`config.mk`:
```
export PLATFORM = sky130hd
export DESIGN_NAME = sound_mailbox
export DESIGN_NICKNAME = d
export VERILOG_FILES = /design/src/rtl/sound_mailbox.sv
export SDC_FILE = /design/constraint.sdc
export NUM_CORES = 1
export LEC_CHECK = 0
export ABC_AREA = 1
export BUFFER_PORTS_ARGS = -buffer_cell sky130_fd_sc_hd__buf_4
export CAP_MARGIN = 20
export CORE_UTILIZATION = 50
export CTS_CLUSTER_SIZE = 30
export DETAILED_ROUTE_END_ITERATION = 6
export GPL_TIMING_DRIVEN = 1
export PLACE_DENSITY = 0.78
export SKIP_LAST_GASP = 1
export SYNTH_ARGS = -nofsm -noshare
export SYNTH_HDL_FRONTEND = slang
export SYNTH_SLANG_ARGS = --single-unit
```
`constraint.sdc`:
```
create_clock -name phi0 -period 1.3 [get_ports phi0]
set_input_delay 0.13 -clock phi0 [delete_from_list [all_inputs] [get_ports phi0]]
set_output_delay 0.13 -clock phi0 [all_outputs]
set_load 0.02 [all_outputs]
```
`src/rtl/sound_mailbox.sv`:
```
// sound_mailbox: 68k <-> 6502 command/response mailbox with NMI pulser and sound-CPU reset sequencer.
module sound_mailbox #(
  parameter int NMI_PULSE   = 8,
  parameter int NMI_HOLDOFF = 16,
  parameter int RST_CYCLES  = 32
) (
  input  logic       phi0,
  input  logic       rst,
  input  logic       m68k_wr_cmd,
  input  logic [7:0] m68k_din,
  input  logic       m68k_rd_resp,
  input  logic       m68k_snd_reset,
  output logic [7:0] m68k_dout,
  output logic [3:0] m68k_status,
  output logic       m68k_irq,
  input  logic       s_rd_cmd,
  input  logic       s_wr_resp,
  input  logic [7:0] s_din,
  output logic [7:0] s_cmd,
  output logic [7:0] s_status,
  output logic       SNDNMI_b,
  output logic       SNDRST_b
);
  localparam int RW = $clog2(RST_CYCLES + 1);
  localparam int NW = $clog2((NMI_PULSE > NMI_HOLDOFF ? NMI_PULSE : NMI_HOLDOFF) + 1);
  typedef enum logic {S_HOLD, S_RUN} seq_t;
  typedef enum logic [1:0] {IDLE, PULSE, HOLDOFF} nmi_t;
  seq_t seq, seq_n;
  nmi_t nst, nst_n;
  logic [RW-1:0] rcnt, rcnt_n;
  logic [NW-1:0] ncnt, ncnt_n;
  logic pend, pend_n;
  logic [7:0] cmd, cmd_n, resp, resp_n;
  logic cmd_full, cmd_full_n, resp_full, resp_full_n, cmd_ovr, cmd_ovr_n, resp_ovr, resp_ovr_n;
  logic run, wr_c, rd_c, wr_r, rd_r, req;
  assign run  = seq == S_RUN;
  assign wr_c = run & m68k_wr_cmd;
  assign rd_c = run & s_rd_cmd;
  assign wr_r = run & s_wr_resp;
  assign rd_r = run & m68k_rd_resp;
  assign req  = wr_c | pend;
  always_comb begin
    seq_n       = seq;
    rcnt_n      = rcnt;
    nst_n       = nst;
    ncnt_n      = ncnt;
    pend_n      = pend;
    cmd_n       = wr_c ? m68k_din : cmd;
    cmd_full_n  = wr_c | (cmd_full & ~rd_c);
    cmd_ovr_n   = cmd_ovr | (wr_c & cmd_full & ~rd_c);
    resp_n      = wr_r ? s_din : resp;
    resp_full_n = wr_r | (resp_full & ~rd_r);
    resp_ovr_n  = resp_ovr | (wr_r & resp_full & ~rd_r);
    if (!run) begin
      rcnt_n = rcnt - 1'b1;
      seq_n  = rcnt == RW'(1) ? S_RUN : S_HOLD;
    end
    // A pending request leaving HOLDOFF starts its pulse on that same edge, so
    // back-to-back pulses are spaced exactly NMI_PULSE+NMI_HOLDOFF apart.
    case (nst)
      IDLE: begin
        nst_n  = req ? PULSE : IDLE;
        ncnt_n = req ? NW'(NMI_PULSE - 1) : ncnt;
        pend_n = 1'b0;
      end
      PULSE: begin
        nst_n  = ncnt == '0 ? HOLDOFF : PULSE;
        ncnt_n = ncnt == '0 ? NW'(NMI_HOLDOFF - 1) : ncnt - 1'b1;
        pend_n = req;
      end
      HOLDOFF: begin
        nst_n  = ncnt != '0 ? HOLDOFF : req ? PULSE : IDLE;
        ncnt_n = ncnt != '0 ? ncnt - 1'b1 : NW'(NMI_PULSE - 1);
        pend_n = ncnt != '0 ? req : 1'b0;
      end
      default: begin
        nst_n  = IDLE;
        ncnt_n = '0;
        pend_n = 1'b0;
      end
    endcase
    if (m68k_snd_reset) begin
      seq_n       = S_HOLD;
      rcnt_n      = RW'(RST_CYCLES);
      nst_n       = IDLE;
      ncnt_n      = '0;
      pend_n      = 1'b0;
      cmd_n       = '0;
      resp_n      = '0;
      cmd_full_n  = 1'b0;
      resp_full_n = 1'b0;
      cmd_ovr_n   = 1'b0;
      resp_ovr_n  = 1'b0;
    end
  end
  always_ff @(posedge phi0 or posedge rst) begin
    if (rst) begin
      seq       <= S_HOLD;
      rcnt      <= RW'(RST_CYCLES);
      nst       <= IDLE;
      ncnt      <= '0;
      pend      <= 1'b0;
      cmd       <= '0;
      resp      <= '0;
      cmd_full  <= 1'b0;
      resp_full <= 1'b0;
      cmd_ovr   <= 1'b0;
      resp_ovr  <= 1'b0;
    end else begin
      seq       <= seq_n;
      rcnt      <= rcnt_n;
      nst       <= nst_n;
      ncnt      <= ncnt_n;
      pend      <= pend_n;
      cmd       <= cmd_n;
      resp      <= resp_n;
      cmd_full  <= cmd_full_n;
      resp_full <= resp_full_n;
      cmd_ovr   <= cmd_ovr_n;
      resp_ovr  <= resp_ovr_n;
    end
  end
  assign m68k_dout   = resp;
  assign m68k_status = {cmd_ovr, resp_ovr, cmd_full, resp_full};
  assign m68k_irq    = resp_full;
  assign s_cmd       = cmd;
  assign s_status    = {cmd_full, resp_full, 6'b0};
  assign SNDNMI_b    = nst != PULSE;
  assign SNDRST_b    = seq == S_RUN;
endmodule

```
Word level (Yosys, flattened, before mapping). Index checks and enable logic that the tools add are counted.

Register bits after elaboration: 35. Input port bits: 23. Output and inout bits: 31. Word-level logic and storage cells: 67.

$add $sub $neg: 2. Equality and inequality tests: 6. Mux-type cells: 26. Bitwise operators: 17. Reductions and logical operators: 5.

Operators with widths (number): 8-bit 2-to-1 mux (4); 5-bit 2-to-1 mux (4); 5-bit case mux with 3 select lines (1); 6-bit 2-to-1 mux (2); 1-bit AND (10); 1-bit 2-to-1 mux (10); 6-bit by 1-bit == test with 1-bit output (second input constant) (1); 2-bit 2-to-1 mux (3); 2-bit case mux with 3 select lines (1); 6-bit by 1-bit subtractor with 6-bit output (second input constant) (1); 5-bit logical NOT (1); 1-bit bitwise OR (5); 5-bit nonzero test (1); 5-bit by 1-bit subtractor with 5-bit output (second input constant) (1); 2-bit nonzero test (2); 3-bit != test (second input constant) (1); 2-bit by 1-bit == test with 1-bit output (second input constant) (1); 2-bit == test (second input constant) (1); 2-bit logical NOT (1); 2-bit by 1-bit != test with 1-bit output (second input constant) (1); 2-bit != test (second input constant) (1); 1-bit NOT (2); 1-bit case mux with 2 select lines (1).

Longest topological paths before layout.
Depth after elaboration: 6. Gate-level depth with buffers: 8. Depth with buffers taken out: 8.

Worst setup path after synthesis. OpenSTA, ideal clock, no wires.

Kind: reg-to-reg. From: reg nst[1]. To: reg ncnt[1]. Library setup time: 0.128 ns. Data arrival time: 1.106 ns. Required time: 1.172 ns. Slack: 0.067 ns. Stages on the path, launching flop included: 7. Buffers on the path: 0. Period minus slack after synthesis: 1.233 ns. Cells stage by stage: dfrtp_1 -> inv_1 -> ha_1 -> inv_1 -> nand2_1 -> a21oi_1 -> o22ai_1.

Longest elaborated chain between the ends: 3. Elaborated cells on any way between the ends: 6. Classes of those cells: eq/ne: 3; mux: 2; reduce/logical: 1.

RTL lines: start: declaration (line 29) `nmi_t nst, nst_n;`; start signal: assignment (line 112) `nst <= nst_n;`; 2-bit == test (tied with other cells) (line 60) `case (nst)`; 5-bit case mux with 3 select lines (line 60); 5-bit 2-to-1 mux (line 82) `if (m68k_snd_reset) begin`; end signal: assignment (line 113) `ncnt <= ncnt_n;`; end: declaration (line 31) `logic [NW-1:0] ncnt, ncnt_n;`.

Several ways; a longest one is shown, not always the timed one. A chain may end at the register's enable or synchronous reset.

Worst setup path after layout.
From: reg nst[1]. To: out SNDNMI_b.

Longest elaborated chain between the ends: 1.

RTL lines: 2-bit by 1-bit != test with 1-bit output (line 128) `assign SNDNMI_b = nst != PULSE;`; end: declaration (line 21) `output logic SNDNMI_b,`.

No other way between the ends.

==> metrics.md <==
| Metric | Value |
|---|---|
| Post-Synth Adder-Cell Area | `0.0497` |
| Power after layout | `2990 uW` |
| Worst-skew pair later-pin latency | `330 ps` |
| Synth cell types | `24` |
| Routed vias/inst | `4.94` |
| Largest area contributor in the netlist | `dfrtp_1` |
| First-pass GRT wire length | `5.86 mm` |
| Unrepaired setup endpoints after global routing | `yes` |
| Design Area, Final | `0.00237 mm2` |
| Largest family of logic cells by synthesized area | `simple AND/OR/NAND/NOR gates` |
| Initial drt markers | `48` |
| Final-stage net count | `296` |
| Via count | `1,546` |
| Avg Cell Area, Syn | `8.39 um2` |
| DP Wirelength | `2.55 mm` |
| Largest net degree at the start of global routing | `36` |
| CP cell instances | `inv_2, ha_4, inv_4, buf_6` |
| CTS tree | `yes` |
| CORE AREA | `0.00336 mm2` |
| Combinational share of power | `0.319` |
| Register area share after synthesis | `0.498` |
| Final Cycle Share | `0.992` |
| GR Util met3 | `0.0462` |
| Die height | `61.4 um` |
| Final setup viols | `0` |
| Maxcap violations | `0` |
| Grt total ovfl | `0` |
| Crit Path Category | `reg2out` |
| GRT met2 Usage | `0.332` |
| Crit path DAT | `1160 ps` |
| Reg-to-Reg Start | `nst[0]` |
| Worst hold start | `m68k_snd_reset` |
| Synth top area share | `0.483` |
| Synth-to-Final Area Change | `34.3%` |
| Simple-Gate Fraction of Synth Area | `0.229` |
| Crit-path max FO | `3` |
| Total track usage | `0.215` |
| Worst Reg-to-Reg Cells | `7` |
| Final Hold Viols | `0` |
| Async set-or-reset flop fraction in the synthesized netlist | `1.00` |
| Most common cell in the netlist | `nand2_1` |
| Clk root buf | `clkbuf_4` |
| Synth top area cells | `dfrtp_1 48%, nand2_1 11%, nand3_1 6.5%` |
| Ys Warns | `0` |
| Int Pwr | `2000 uW` |
| Xor/xnor share of the synthesized area | `0.00497` |
| Fillers | `293` |
| CTS Buffer Depth | `2` |
| First-pass iteration count of the detailed router | `4` |
| Final WS setup | `9.76 ps` |
| Placed Area | `0.00212 mm2` |
| Vias in the first global route | `1,369` |
| Post-Syn Area | `0.00176 mm2` |
| Clock share of power | `0.255` |
| CP Depth | `4` |
| Die area | `0.00377 mm2` |
| Crit path launch | `nst[1]` |
| Leak pwr | `0.00126 uW` |
| H-tree Lvls | `2` |
| GPL Wtd Cong | `0.930` |
| Net Sw Power | `994 uW` |
| VDD IR-drop max | `0.780 mV` |
| Critical path's largest stage delay | `410 ps` |
| Highest achievable clock rate | `775 MHz` |
| Pwr per Cell Area | `1260 mW/mm2` |
| Worst EP required | `1170 ps` |
| Hold crit path type | `in2reg` |
| IO Port Bufs | `47` |
| Final min period | `1290 ps` |
| Die Wd | `61.4 um` |
| DRT antenna net count | `0` |
| Switching Fraction | `0.332` |
| Initial antenna violation count | `0` |
| Worst path bufs/invs | `3` |
| Ant diodes | `0` |
| Mapped Cells | `210` |
| Setup crit end kind | `output port` |
| Multiplexer share of the synthesized area | `0` |
| CP delay by family, top | `flip-flops` |
| Busiest layer in global routing | `met2` |
| DRC Markers | `0` |
| WL final | `3.82 mm` |
| Sequential share of power | `0.427` |
| Primary FF master, synth | `dfrtp_1` |
| Most common library cells after synthesis | `51 x nand2_1, 34 x dfrtp_1, 27 x inv_1` |
| Number of synthesized flops with an enable pin | `0` |
| Routed WL per cell | `12.2 um` |
| CTS Buf Count | `5` |
| Met1 GRT Util | `0.292` |
| Max-slew violations | `0` |
| CTS sink cnt | `35` |
| Clock slew at reported path FFs | `110 ps` |
| Startpoint Class | `register` |
| Synth Area in Compound Gates | `0.0895` |
| Pre-CTS setup slack | `-7.88 ps` |
| Clock skew | `10.9 ps` |
| Yosys reg bits | `35` |
| Layout cells sized above 1 | `0.337` |
| I/O pin total | `54` |
| Slowest CP cell | `dfrtp_1` |
| Starting Density | `0.524` |
| Row count | `21` |
| Outcome | `finished, final reports clean` |
| Hold depth | `2` |
## registers in the layout, indices dropped and copies added, names as in the netlist, 2 cells and up
name,count
m68k_dout,8
ncnt,5
nst,2
rcnt,6
s_cmd,8
## layer usage
layer,part of all wire,up-vias
met4,0.019,0
met5,0,-
met3,0.040,8
met1,0.43,731
li1,-,762
met2,0.51,45
## layout make-up
class	instances	area (um2)	area share
Clock buffer	7	45.0	0.0190
Clock inverter	1	30.0	0.0127
Inverter	30	119	0.0502
Multi-Input combinational cell	135	768	0.325
Sequential cell	35	880	0.372
Tap cell	46	57.6	0.0243
Timing Repair Buffer	59	467	0.197
## path summary, 6_finish.rpt
kind / to / slack (ps)
setup / recovery: SNDNMI_b / 10
setup reg to reg: ncnt[3] / 30
hold reg to reg: s_cmd[0] / 480
min in group asynchronous: ncnt[0] / 380
hold / removal: rcnt[3] / 30
max in group asynchronous: rcnt[5] / 670
## what timing repair did
| item | in CTS | in global routing |
|---|---|---|
| hold endpoints to repair | 34 | 0 |
| hold buffers | 1 | 0 |
| endpoints found under the setup margin | 5 | 20 |
| pin swaps | 2 | 8 |
| resized for setup | 4 | 26 |
| setup buffers | 2 | 5 |
## stage by stage
step	instances	util	hold WS, ps	setup TNS [ps]
after global placement	297	0.631	196	0
after detailed placement	297	0.631	201	-7.88
after global routing	313	0.703	15.4	-164
after floorplan	215	-	193	0
final	313	0.703	26.7	0
after CTS	308	0.662	6.71	-39.3
## cells in the final DEF (no fill, tap or decap), types with 2 or more instances in the layout
cell | synthesis | final
clkbuf_4 | 0 | 5
dfrtp_1 | 34 | 32
nand2_2 | 0 | 2
buf_6 | 1 | 3
dfrtp_2 | 0 | 2
nand3b_1 | 2 | 2
inv_2 | 2 | 6
ha_4 | 0 | 4
o22ai_1 | 2 | 2
nand4_1 | 2 | 2
nand3_1 | 23 | 23
nor2_4 | 0 | 2
clkbuf_1 | 0 | 2
o21ai_0 | 14 | 14
nand2_4 | 2 | 3
nor2_1 | 9 | 8
a21oi_1 | 11 | 10
nand2_1 | 51 | 48
buf_4 | 12 | 53
ha_1 | 7 | 2
inv_1 | 27 | 22
conb_1 | 1 | 6
## worst register-to-register path, cell delays in order (launching register included)
cell and delay, ps:
dfrtp_2 460, inv_2 100, ha_4 170, nand2_2 100, o21ai_4 190, nor2_1 60
nand2_1 50, nand2_1 50
## cell families after synthesis
group                    Yosys count
flip-flops                        35
adder cells (fa/ha/maj)            7
other                              1
buffers and inverters             45
AO/OA/AOI/OAI                     30
AND/OR/NAND/NOR                   91
XOR/XNOR                           1
## power by group through the flow
stage / clock network (uW) / registers [uW] / logic (uW)
global placement: 0 / 1290 / 747
CTS: 776 / 1270 / 779
finish: 761 / 1280 / 953
detailed placement: 0 / 1300 / 752
global route: 823 / 1290 / 1070
floorplan: 0 / 1290 / 546
(Power assumes the default switching activity.)
